`src/rtl/wb_stage_if.sv`:
```
// Writeback stage bus: MEM/WB latch inputs, mult/div retire path,
// register-file write port and retire counter readout.
interface wb_stage_if #(
  parameter int CNT_W = 32
);
  logic             en;
  logic [31:0]      mw_o;
  logic [31:0]      mw_d;
  logic [31:0]      mw_ir;
  logic             mw_ovf;
  logic             md_valid;
  logic [31:0]      md_result;
  logic             md_ovf;
  logic             md_op;
  logic [4:0]       md_rd;
  logic             md_ready;
  logic             wr_en;
  logic [4:0]       wr_reg;
  logic [31:0]      wr_data;
  logic [CNT_W-1:0] retire_count;

  modport master (
    output en, mw_o, mw_d, mw_ir, mw_ovf,
    output md_valid, md_result, md_ovf, md_op, md_rd,
    input  md_ready, wr_en, wr_reg, wr_data, retire_count
  );

  modport slave (
    input  en, mw_o, mw_d, mw_ir, mw_ovf,
    input  md_valid, md_result, md_ovf, md_op, md_rd,
    output md_ready, wr_en, wr_reg, wr_data, retire_count
  );
endinterface

```
`src/rtl/wb_stage.sv`:
```
// Writeback stage: decodes the MEM/WB latch into a register-file write,
// arbitrates the single write port against mult/div results through a
// one-entry holding buffer, and counts retired instructions.
module wb_stage #(
  parameter int CNT_W = 32
) (
  input  logic      clk,
  input  logic      clr,
  wb_stage_if.slave bus
);

  logic [4:0]       op, rd, aluop;
  logic             pc_v;
  logic [4:0]       pc_reg;
  logic [31:0]      pc_data;

  logic             md_acc, md_live;
  logic [4:0]       md_reg;
  logic [31:0]      md_data;

  logic             buf_v, buf_nv;
  logic [4:0]       buf_reg, buf_nreg;
  logic [31:0]      buf_data, buf_ndata;

  logic             sel_v;
  logic [4:0]       sel_reg;
  logic [31:0]      sel_data;
  logic             md_wr, pipe_ret;

  logic             wr_en_q;
  logic [4:0]       wr_reg_q;
  logic [31:0]      wr_data_q;
  logic [CNT_W-1:0] cnt_q;

  assign op    = bus.mw_ir[31:27];
  assign rd    = bus.mw_ir[26:22];
  assign aluop = bus.mw_ir[6:2];

  // Pipeline write candidate; exceptions redirect the write to r30.
  always_comb begin
    pc_v    = 1'b0;
    pc_reg  = rd;
    pc_data = bus.mw_o;
    if (bus.en) begin
      case (op)
        5'b00000: begin
          if (aluop != 5'b00110 && aluop != 5'b00111) begin
            pc_v = 1'b1;
            if (bus.mw_ovf && aluop == 5'b00000) begin
              pc_reg  = 5'd30;
              pc_data = 32'd1;
            end else if (bus.mw_ovf && aluop == 5'b00001) begin
              pc_reg  = 5'd30;
              pc_data = 32'd3;
            end
          end
        end
        5'b00101: begin
          pc_v = 1'b1;
          if (bus.mw_ovf) begin
            pc_reg  = 5'd30;
            pc_data = 32'd2;
          end
        end
        5'b01000: begin
          pc_v    = 1'b1;
          pc_data = bus.mw_d;
        end
        5'b00011: begin
          pc_v   = 1'b1;
          pc_reg = 5'd31;
        end
        5'b10101: begin
          pc_v    = 1'b1;
          pc_reg  = 5'd30;
          pc_data = {5'b0, bus.mw_ir[26:0]};
        end
        default: pc_v = 1'b0;
      endcase
    end
    if (pc_reg == 5'd0) pc_v = 1'b0;
  end

  // Incoming mult/div entry; ignored while the buffer is occupied.
  always_comb begin
    md_acc  = bus.md_valid && !buf_v;
    md_reg  = bus.md_ovf ? 5'd30 : bus.md_rd;
    md_data = bus.md_ovf ? (bus.md_op ? 32'd5 : 32'd4) : bus.md_result;
    md_live = md_acc && (md_reg != 5'd0);
  end

  // Port arbitration: pipeline, then buffer, then incoming md entry.
  always_comb begin
    sel_v     = 1'b0;
    sel_reg   = 5'd0;
    sel_data  = 32'd0;
    md_wr     = 1'b0;
    buf_nv    = buf_v;
    buf_nreg  = buf_reg;
    buf_ndata = buf_data;
    if (pc_v) begin
      sel_v    = 1'b1;
      sel_reg  = pc_reg;
      sel_data = pc_data;
      // the younger pipeline write to the same register makes an md entry dead
      if (buf_v && buf_reg == pc_reg) buf_nv = 1'b0;
      if (md_live && md_reg != pc_reg) begin
        buf_nv    = 1'b1;
        buf_nreg  = md_reg;
        buf_ndata = md_data;
      end
    end else if (buf_v) begin
      sel_v    = 1'b1;
      sel_reg  = buf_reg;
      sel_data = buf_data;
      md_wr    = 1'b1;
      buf_nv   = 1'b0;
    end else if (md_live) begin
      sel_v    = 1'b1;
      sel_reg  = md_reg;
      sel_data = md_data;
      md_wr    = 1'b1;
    end
  end

  assign pipe_ret = bus.en && (bus.mw_ir != 32'd0);

  // Registered write port, holding buffer and retire counter.
  always_ff @(posedge clk) begin
    if (clr) begin
      wr_en_q   <= 1'b0;
      wr_reg_q  <= 5'd0;
      wr_data_q <= 32'd0;
      buf_v     <= 1'b0;
      buf_reg   <= 5'd0;
      buf_data  <= 32'd0;
      cnt_q     <= '0;
    end else begin
      wr_en_q   <= sel_v;
      wr_reg_q  <= sel_reg;
      wr_data_q <= sel_data;
      buf_v     <= buf_nv;
      buf_reg   <= buf_nreg;
      buf_data  <= buf_ndata;
      cnt_q     <= cnt_q + CNT_W'(pipe_ret) + CNT_W'(md_wr);
    end
  end

  assign bus.md_ready     = !buf_v;
  assign bus.wr_en        = wr_en_q;
  assign bus.wr_reg       = wr_reg_q;
  assign bus.wr_data      = wr_data_q;
  assign bus.retire_count = cnt_q;

endmodule

```
`src/flat_wrapper.sv`:
```
// flat-port wrapper written by rule: the top's interface ports become plain ports
module wb_stage_flat 
#(
  parameter int CNT_W = 32
)
  (clk, clr, bus_en, bus_mw_o, bus_mw_d, bus_mw_ir, bus_mw_ovf, bus_md_valid, bus_md_result, bus_md_ovf, bus_md_op, bus_md_rd, bus_md_ready, bus_wr_en, bus_wr_reg, bus_wr_data, bus_retire_count);
  wb_stage_if #(.CNT_W(CNT_W)) bus_i ();
  input  logic clk;
  input  logic clr;
  input wire logic [$bits(bus_i.en)-1:0] bus_en;
  input wire logic [$bits(bus_i.mw_o)-1:0] bus_mw_o;
  input wire logic [$bits(bus_i.mw_d)-1:0] bus_mw_d;
  input wire logic [$bits(bus_i.mw_ir)-1:0] bus_mw_ir;
  input wire logic [$bits(bus_i.mw_ovf)-1:0] bus_mw_ovf;
  input wire logic [$bits(bus_i.md_valid)-1:0] bus_md_valid;
  input wire logic [$bits(bus_i.md_result)-1:0] bus_md_result;
  input wire logic [$bits(bus_i.md_ovf)-1:0] bus_md_ovf;
  input wire logic [$bits(bus_i.md_op)-1:0] bus_md_op;
  input wire logic [$bits(bus_i.md_rd)-1:0] bus_md_rd;
  output wire logic [$bits(bus_i.md_ready)-1:0] bus_md_ready;
  output wire logic [$bits(bus_i.wr_en)-1:0] bus_wr_en;
  output wire logic [$bits(bus_i.wr_reg)-1:0] bus_wr_reg;
  output wire logic [$bits(bus_i.wr_data)-1:0] bus_wr_data;
  output wire logic [$bits(bus_i.retire_count)-1:0] bus_retire_count;
  assign bus_i.en = bus_en;
  assign bus_i.mw_o = bus_mw_o;
  assign bus_i.mw_d = bus_mw_d;
  assign bus_i.mw_ir = bus_mw_ir;
  assign bus_i.mw_ovf = bus_mw_ovf;
  assign bus_i.md_valid = bus_md_valid;
  assign bus_i.md_result = bus_md_result;
  assign bus_i.md_ovf = bus_md_ovf;
  assign bus_i.md_op = bus_md_op;
  assign bus_i.md_rd = bus_md_rd;
  assign bus_md_ready = bus_i.md_ready;
  assign bus_wr_en = bus_i.wr_en;
  assign bus_wr_reg = bus_i.wr_reg;
  assign bus_wr_data = bus_i.wr_data;
  assign bus_retire_count = bus_i.retire_count;
  wb_stage #(.CNT_W(CNT_W)) u_core (.clk(clk), .clr(clr), .bus(bus_i));
endmodule
```
`config.mk`:
```
export PLATFORM = sky130hd
export DESIGN_NAME = wb_stage_flat
export DESIGN_NICKNAME = d
export VERILOG_FILES = /design/src/rtl/wb_stage_if.sv /design/src/rtl/wb_stage.sv /design/src/flat_wrapper.sv
export SDC_FILE = /design/constraint.sdc
export NUM_CORES = 1
export LEC_CHECK = 0
export BUFFER_PORTS_ARGS = -buffer_cell sky130_fd_sc_hd__buf_2
export CAP_MARGIN = 5
export CORE_MARGIN = 2
export CORE_UTILIZATION = 54
export CTS_CLUSTER_SIZE = 24
export DETAILED_ROUTE_END_ITERATION = 8
export PLACE_DENSITY_LB_ADDON = 0.05
export RECOVER_POWER = 100
export SLEW_MARGIN = 15
export SYNTH_ARGS = -nofsm -noshare
export SYNTH_HDL_FRONTEND = slang
export SYNTH_SLANG_ARGS = --single-unit
```
`constraint.sdc`:
```
create_clock -name clk -period 6.7 [get_ports clk]
set_input_delay 0.67 -clock clk [delete_from_list [all_inputs] [get_ports clk]]
set_output_delay 0.67 -clock clk [all_outputs]
set_load 0.05 [all_outputs]
```
==> results of run 1 <==
-- where the power goes --
part	internal, µW	switching, µW	total (µW)
Sequential	659	8.75	668
Clock	139	232	371
Combinational	78.8	161	239
Total	877	401	1280
-- worst max-delay path: stages --
cell and delay [ps]:
buf_2 110, nor4_1 680, nand4b_1 350, a31o_2 330, a41oi_1 350, buf_4 690
and2_0 750, clkbuf_1 990, a21oi_1 180, a311oi_1 310
-- layout make-up --
| cell class | instances | area, µm² | share of cell area [%] |
|---|---|---|---|
| multi-input cells | 525 | 3230 | 47.7 |
| well taps | 136 | 170 | 2.51 |
| clock inverters | 5 | 43.8 | 0.646 |
| repair buffers | 216 | 1000 | 14.8 |
| clock buffers | 10 | 128 | 1.88 |
| flip-flops and latches | 108 | 2160 | 31.9 |
| diodes | 1 | 2.50 | 0.0369 |
| inverters | 10 | 37.5 | 0.554 |
-- placed cells by master, fill, tap and decap left out, drive strengths merged, types with 25 or more instances in the layout --
master,count
buf,143
dfxtp,108
clkbuf,83
a21oi,80
nor2,68
nand3,47
o21ai,43
a211oi,37
a221oi,36
nor2b,34
a22oi,25
-- how the worst max path moves through the flow --
stage / startpoint / to / slack, ps / depth (start not counted)
floorplan: bus_mw_ir[31] / u_core.bus.retire_count[30] / 2450 / 16
global placement: bus_mw_ir[3] / u_core.buf_data[14] / 2280 / 9
detailed placement: bus_mw_ir[3] / u_core.buf_data[13] / 2120 / 9
CTS: bus_mw_ir[3] / u_core.buf_data[16] / 2510 / 9
global route: bus_mw_ir[3] / u_core.buf_reg[1] / 1200 / 10
finish: bus_mw_ir[5] / u_core.buf_reg[1] / 1500 / 10
-- cells by family after synthesis --
| kind of cell | Yosys count | synth area share [%] |
|---|---|---|
| XOR/XNOR | 31 | 4.76 |
| multiplexers | 1 | 0.176 |
| AO/OA/AOI/OAI | 249 | 29.0 |
| buffers and inverters | 77 | 5.46 |
| AND/OR/NAND/NOR | 242 | 22.1 |
| flip-flops | 108 | 37.9 |
| adder cells (fa/ha/maj) | 2 | 0.571 |
-- layer usage --
layer  GRT usage, %  vias up  share of wire, %
met4           14.3        0               3.6
li1               -     2962                 -
met1           39.7     2975                42
met5              0        -                 0
met3           4.26       44               7.4
met2           50.5      333                47
-- per-stage QoR --
step / cell area (µm²) / util [%] / cells / hold slack (ps)
after global placement: 6720 / 65.4 / 995 / 460
after floorplan: 5700 / - / 710 / 454
after CTS: 6890 / 67.0 / 1010 / 481
final: 6780 / 66.0 / 1011 / 484
after global routing: 6780 / 65.9 / 1010 / 507
after detailed placement: 6720 / 65.4 / 995 / 467
==> impl_results.md, run 1 <==
- Syn_nets: 852
- Num CTS Buffers: 9
- Setup crit start kind: primary input
- Overall power: 1280 µW
- Data arrival, critical path: 5470 ps
- Die Ht: 107 µm
- CP Data Required Time: 6980 ps
- Placeable core area: 10300 µm²
- Nets@finish: 1012
- Mapped cell area: 5700 µm²
- Final hold vios: 0
- Hold WC Path Type: flop to flop
- Crit Path Max Fanout: 77
- Final worst setup slack: 1500 ps
- Fraction of layout cells with a size suffix above 1: 19.3%
- Failing checks: max-capacitance violations, max-slew violations
- Max-slew headroom: -32.1%
- Largest net degree at the start of global routing: 110
- Hold Path Depth: 2
- Post-CTS Setup Inserts: 0
- Worst-path clk slew: 100 ps
- Post-Route Setup TNS: 0 ps
- Final setup vio count: 0
- Final GP Congestion: 0.962
- End of the worst hold path: u_core.buf_data[30]
- CTS Sinks: 108
- PwrDens: 189 nW/µm²
- Yosys reg bits: 108
- Top cell type by total area after synthesis: dfxtp_1
- Drt drc: 0
- Most numerous cell in the Yosys netlist: dfxtp_1
- Wire per inst: 17.8 µm
- Gr ovfl total: 0
- CTS root buffer: clkbuf_8
- Worst skew pair latency: 380 ps
- Site Rows: 37
- Die area: 11400 µm²
- R2R Setup Slk: 2410 ps
- Achievable frequency: 192 MHz
- R2R Path Start: u_core.buf_v
- Slew of the pin with the lowest slew margin: 1980 ps
- Mapped Cells: 710
- EDFF count, synth: 0
- Global-route wire length before repair: 28.0 mm
- Max clock buf depth: 2
- Port buffer count: 210
- Via/cell ratio: 6.25
- Worst Clk Skew: 17.3 ps
- Sequential share of the synthesized area: 37.9%
- Synth Flop Type: dfxtp_1
- Tcrit/Tclk final: 77.6%
- Total Routing Usage GR: 30.6%
- Drt first pass iters: 5
- R2r endpoint: u_core.bus.retire_count[30]
- Antenna-violating nets left: 0
- Hold wc startpoint: u_core.buf_data[30]
- Final worst path period need: 5200 ps
- Total number of vias: 6314
- Post-synth top area share: 37.9%
- Post-CTS Hold Fix Bufs: 0
- Cell variety after synth: 59
- CTS tree: yes
- Number of global-route vias before repair: 5737
- Most frequent cells after synthesis: dfxtp_1, a21oi_1, nor2_1
- Status: complete, but fails checks
- Peak supply drop: 106 µV
- RSZ-0062 raised after global routing: no
- Average cell area after synthesis: 8.03 µm²
- Area contributors post-synth: dfxtp_1, a21oi_1, a221oi_1
- Synth-to-Final Area Change: 18.9%
- Post-CTS sizing: 0
- Initial detailed-routing violation count: 600
- Reg2Reg Depth: 10
- Ys async rst share: 0%
- Initial core utilization: 55.5%
- Setup CP Type: primary input to flop
- Hpwl dp: 12.5 mm
- Width of the die: 107 µm
- I/O pin cnt: 211
- Antenna violations before repair: 0
- Critical path endpoint category: flop
- Synth warn: 0
- Max-slew violation count: 42
- Layout fillers: 959
- Setup WS pre-CTS: 2120 ps
- Max cap viols: 1
- Pleak: 0.00233 µW
- H-tree levels: 3
- Final wirelength: 18.0 mm
(Power assumes the default switching activity.)
==> run 2: changes to the inputs <==
--- a/config.mk
+++ b/config.mk
@@ -5,10 +5,11 @@
 export SDC_FILE = /design/constraint.sdc
 export NUM_CORES = 1
 export LEC_CHECK = 0
+export ABC_AREA = 1
 export BUFFER_PORTS_ARGS = -buffer_cell sky130_fd_sc_hd__buf_2
 export CAP_MARGIN = 5
 export CORE_MARGIN = 2
-export CORE_UTILIZATION = 54
+export CORE_UTILIZATION = 51
 export CTS_CLUSTER_SIZE = 24
 export DETAILED_ROUTE_END_ITERATION = 8
 export PLACE_DENSITY_LB_ADDON = 0.05
==> constraint.sdc (replaced) <==
create_clock -name clk -period 4.9 [get_ports clk]
set_input_delay 0.49 -clock clk [delete_from_list [all_inputs] [get_ports clk]]
set_output_delay 0.49 -clock clk [all_outputs]
set_load 0.05 [all_outputs]
==> run 2 against run 1 <==
  * The run still ends with max-capacitance violations, max-slew violations left
  * Combinational power is 56% higher
  * First-iteration DRC count is 5.0% higher
  * Critical path type unchanged
  * Highest routed layer unchanged
  * Cell area is 8.8% higher
  * Sequential cell count stayed put
==> impl_results.md, run 2 <==
- Top cell type by total area after synthesis: dfxtp_1
- Initial core utilization: 52.1%
- Met3 Usage GRT: 5.88%
- Worst skew pair latency: 350 ps
- CTS tree: yes
- Mapped Cells: 956
- Drt first pass iters: 5
- Synth warn: 0
- Achievable frequency: 228 MHz
- Met1 Use GR: 44.5%
- Total number of vias: 6964
- Failing checks: max-capacitance violations, max-slew violations
- Final setup vio count: 0
- CP cell instances: buf_2 -> nor2_1 -> nand2_2 -> inv_2 -> nand2_2 -> nand2_2 -> nor2_4 -> nand2_1 -> nand2_1 -> nand2_1 -> inv_1 -> nand2_1 -> nand2_2 -> clkbuf_1 -> inv_1 -> clkbuf_1 -> o21ai_0 -> a21oi_1
- Reg2Reg Depth: 22
- Sequential share of the synthesized area: 34.7%
- Most Crowded Layer GR: met1
- Wire per inst: 15.4 µm
- Crit Path Max Fanout: 55
- Hold Path Depth: 3
- End of the worst hold path: u_core.bus.wr_data[1]
- Synth Flop Type: dfxtp_1
- Most numerous cell in the Yosys netlist: nand2_1
- Drt drc: 0
- Final worst path period need: 4390 ps
- Post-route cell area: 7370 µm²
- Area contributors post-synth: dfxtp_1, nand2_1, a21oi_1
- Average cell area after synthesis: 6.52 µm²
- Final worst setup slack: 511 ps
- Global-route wire length before repair: 30.3 mm
- Pleak: 0.00321 µW
- Nets@finish: 1268
- Yosys reg bits: 108
- Worst-path clk slew: 80 ps
- Cell variety after synth: 40
- Synth-to-Final Area Change: 18.4%
- Site Rows: 40
- CP max-delay cell: inv_1
- Max clock buf depth: 2
- Worst Clk Skew: 9.18 ps
- Syn_nets: 1098
- Max cap viols: 2
- Most common cell after layout, fill and taps aside: nand2_1
- Number of global-route vias before repair: 5933
- Mapped cell area: 6230 µm²
- Via/cell ratio: 5.45
- Setup crit start kind: primary input
- Antenna-violating nets left: 0
- CTS Sinks: 108
- Setup WS pre-CTS: 246 ps
- Post-Route Setup TNS: 0 ps
- Total Routing Usage GR: 29.1%
- Hpwl dp: 14.1 mm
- Area after DPL: 7200 µm²
- H-tree levels: 3
- EDFF count, synth: 0
- Num CTS Buffers: 9
- GR Util met2: 40.1%
- Peak supply drop: 199 µV
- Post-CTS Hold Fix Bufs: 0
- Tcrit/Tclk final: 89.6%
- Ys async rst share: 0%
- R2R Path Start: u_core.buf_v
- Critical path endpoint category: flop
- I/O pin cnt: 211
- Post-CTS sizing: 0
- Slowest cell delay on critical path: 1190 ps
- Die Ht: 115 µm
- R2r endpoint: u_core.bus.retire_count[28]
- Data arrival, critical path: 4680 ps
- Antenna fix cells: 0
- Port buffer count: 210
- CTS root buffer: clkbuf_16
- Most frequent cells after synthesis: nand2_1, nor2_1, a21oi_1
- Antenna violations before repair: 0
- Hold wc startpoint: bus_mw_o[1]
- Placeable core area: 12000 µm²
- Post-synth top area share: 34.7%
- Final wirelength: 19.7 mm
- Largest net degree at the start of global routing: 76
- Most frequent cells in the layout: nand2_1, buf_2, nor2_1, a21oi_1, dfxtp_1
- Gr ovfl total: 0
- Hold WC Path Type: primary input to flop
- WP buf/inv: 6
- Width of the die: 115 µm
- Fraction of layout cells with a size suffix above 1: 16.4%
- Die area: 13100 µm²
- Slew of the pin with the lowest slew margin: 1740 ps
- Initial detailed-routing violation count: 630
- CP top delay family: buffers and inverters
- R2R Setup Slk: 1220 ps
- PwrDens: 270 nW/µm²
- Status: complete, but fails checks
- RSZ-0062 raised after global routing: no
- Max-slew violation count: 100
- Final GP Congestion: 0.917
- Final hold vios: 0
- Setup CP Type: primary input to flop
- Max-slew headroom: -16.1%
- CP Data Required Time: 5190 ps
- Post-CTS Setup Inserts: 0
[run 2: changes by cell type in the layout (fill, tap and decap cells not counted), moves of 11 or more]
cell / delta
inv_1: +73
nand3_1: +19
a22oi_1: -24
a211oi_1: -35
nor2b_1: -34
xnor2_1: -11
o21ai_0: +48
a21oi_1: +32
a32o_1: +20
a221oi_1: -36
nand2_1: +180
nor2_1: +63
xor2_1: -12
[run 2: kinds of logic (layout without fill, tap and decap cells)]
group / count (synthesis) / in the layout / share of synthesized area (%)
flops: 108 / 108 / 34.7
fa+ha+maj: 2 / 2 / 0.522
mux: 1 / 1 / 0.161
xor+xnor: 8 / 8 / 1.12
compound gates: 242 / 242 / 21.7
buf+inv: 147 / 322 / 10.7
simple gates: 448 / 448 / 31.1
[run 2: per-layer routing]
layer | part of all wire, % | wire (µm) | up-vias
li1 | - | - | 3515
met4 | 1.9 | 367 | 0
met2 | 41 | 7960 | 288
met5 | 0 | 0 | -
met1 | 50 | 9780 | 3128
met3 | 7.8 | 1540 | 33
[run 2: tightest hold or removal path, stage by stage]
cell	delay, ps
buf_2	90
a211oi_1	60
nor2_1	90
[run 2: worst max path at each step]
stage	slack (ps)	start	cells past startpoint	to
detailed placement	250	bus_mw_ir[29]	31	u_core.bus.retire_count[28]
CTS	600	bus_mw_ir[29]	31	u_core.bus.retire_count[28]
global route	30	bus_mw_ir[29]	31	u_core.bus.retire_count[28]
floorplan	800	bus_mw_ir[31]	30	u_core.bus.retire_count[28]
finish	510	bus_mw_ir[28]	18	u_core.bus.wr_data[6]
global placement	360	bus_mw_ir[31]	29	u_core.bus.retire_count[28]
[run 2: cell type report]
cell class | count | area (µm²)
multi-input combinational | 701 | 3410
inverter | 87 | 327
clock inverter | 7 | 51.3
tap | 147 | 184
sequential | 108 | 2160
timing repair buffer | 219 | 1010
clock buffer | 9 | 225
fill | 1283 | 4590
[run 2: where the power goes]
part	leakage, µW	total (µW)	switching (µW)	internal, µW
registers	0.000877	920	12.8	907
clock network	0.000132	697	349	348
logic	0.00220	374	262	112
total	0.00321	1990	624	1370
[run 2: metrics by stage]
step / instances / power (µW) / hold WS [ps] / util, %
floorplan: 956 / 1190 / 452 / -
global placement: 1262 / 1310 / 459 / 60.2
detailed placement: 1262 / 1310 / 467 / 60.2
CTS: 1278 / 2000 / 392 / 62.5
global route: 1278 / 2070 / 432 / 61.7
finish: 1278 / 1990 / 406 / 61.7
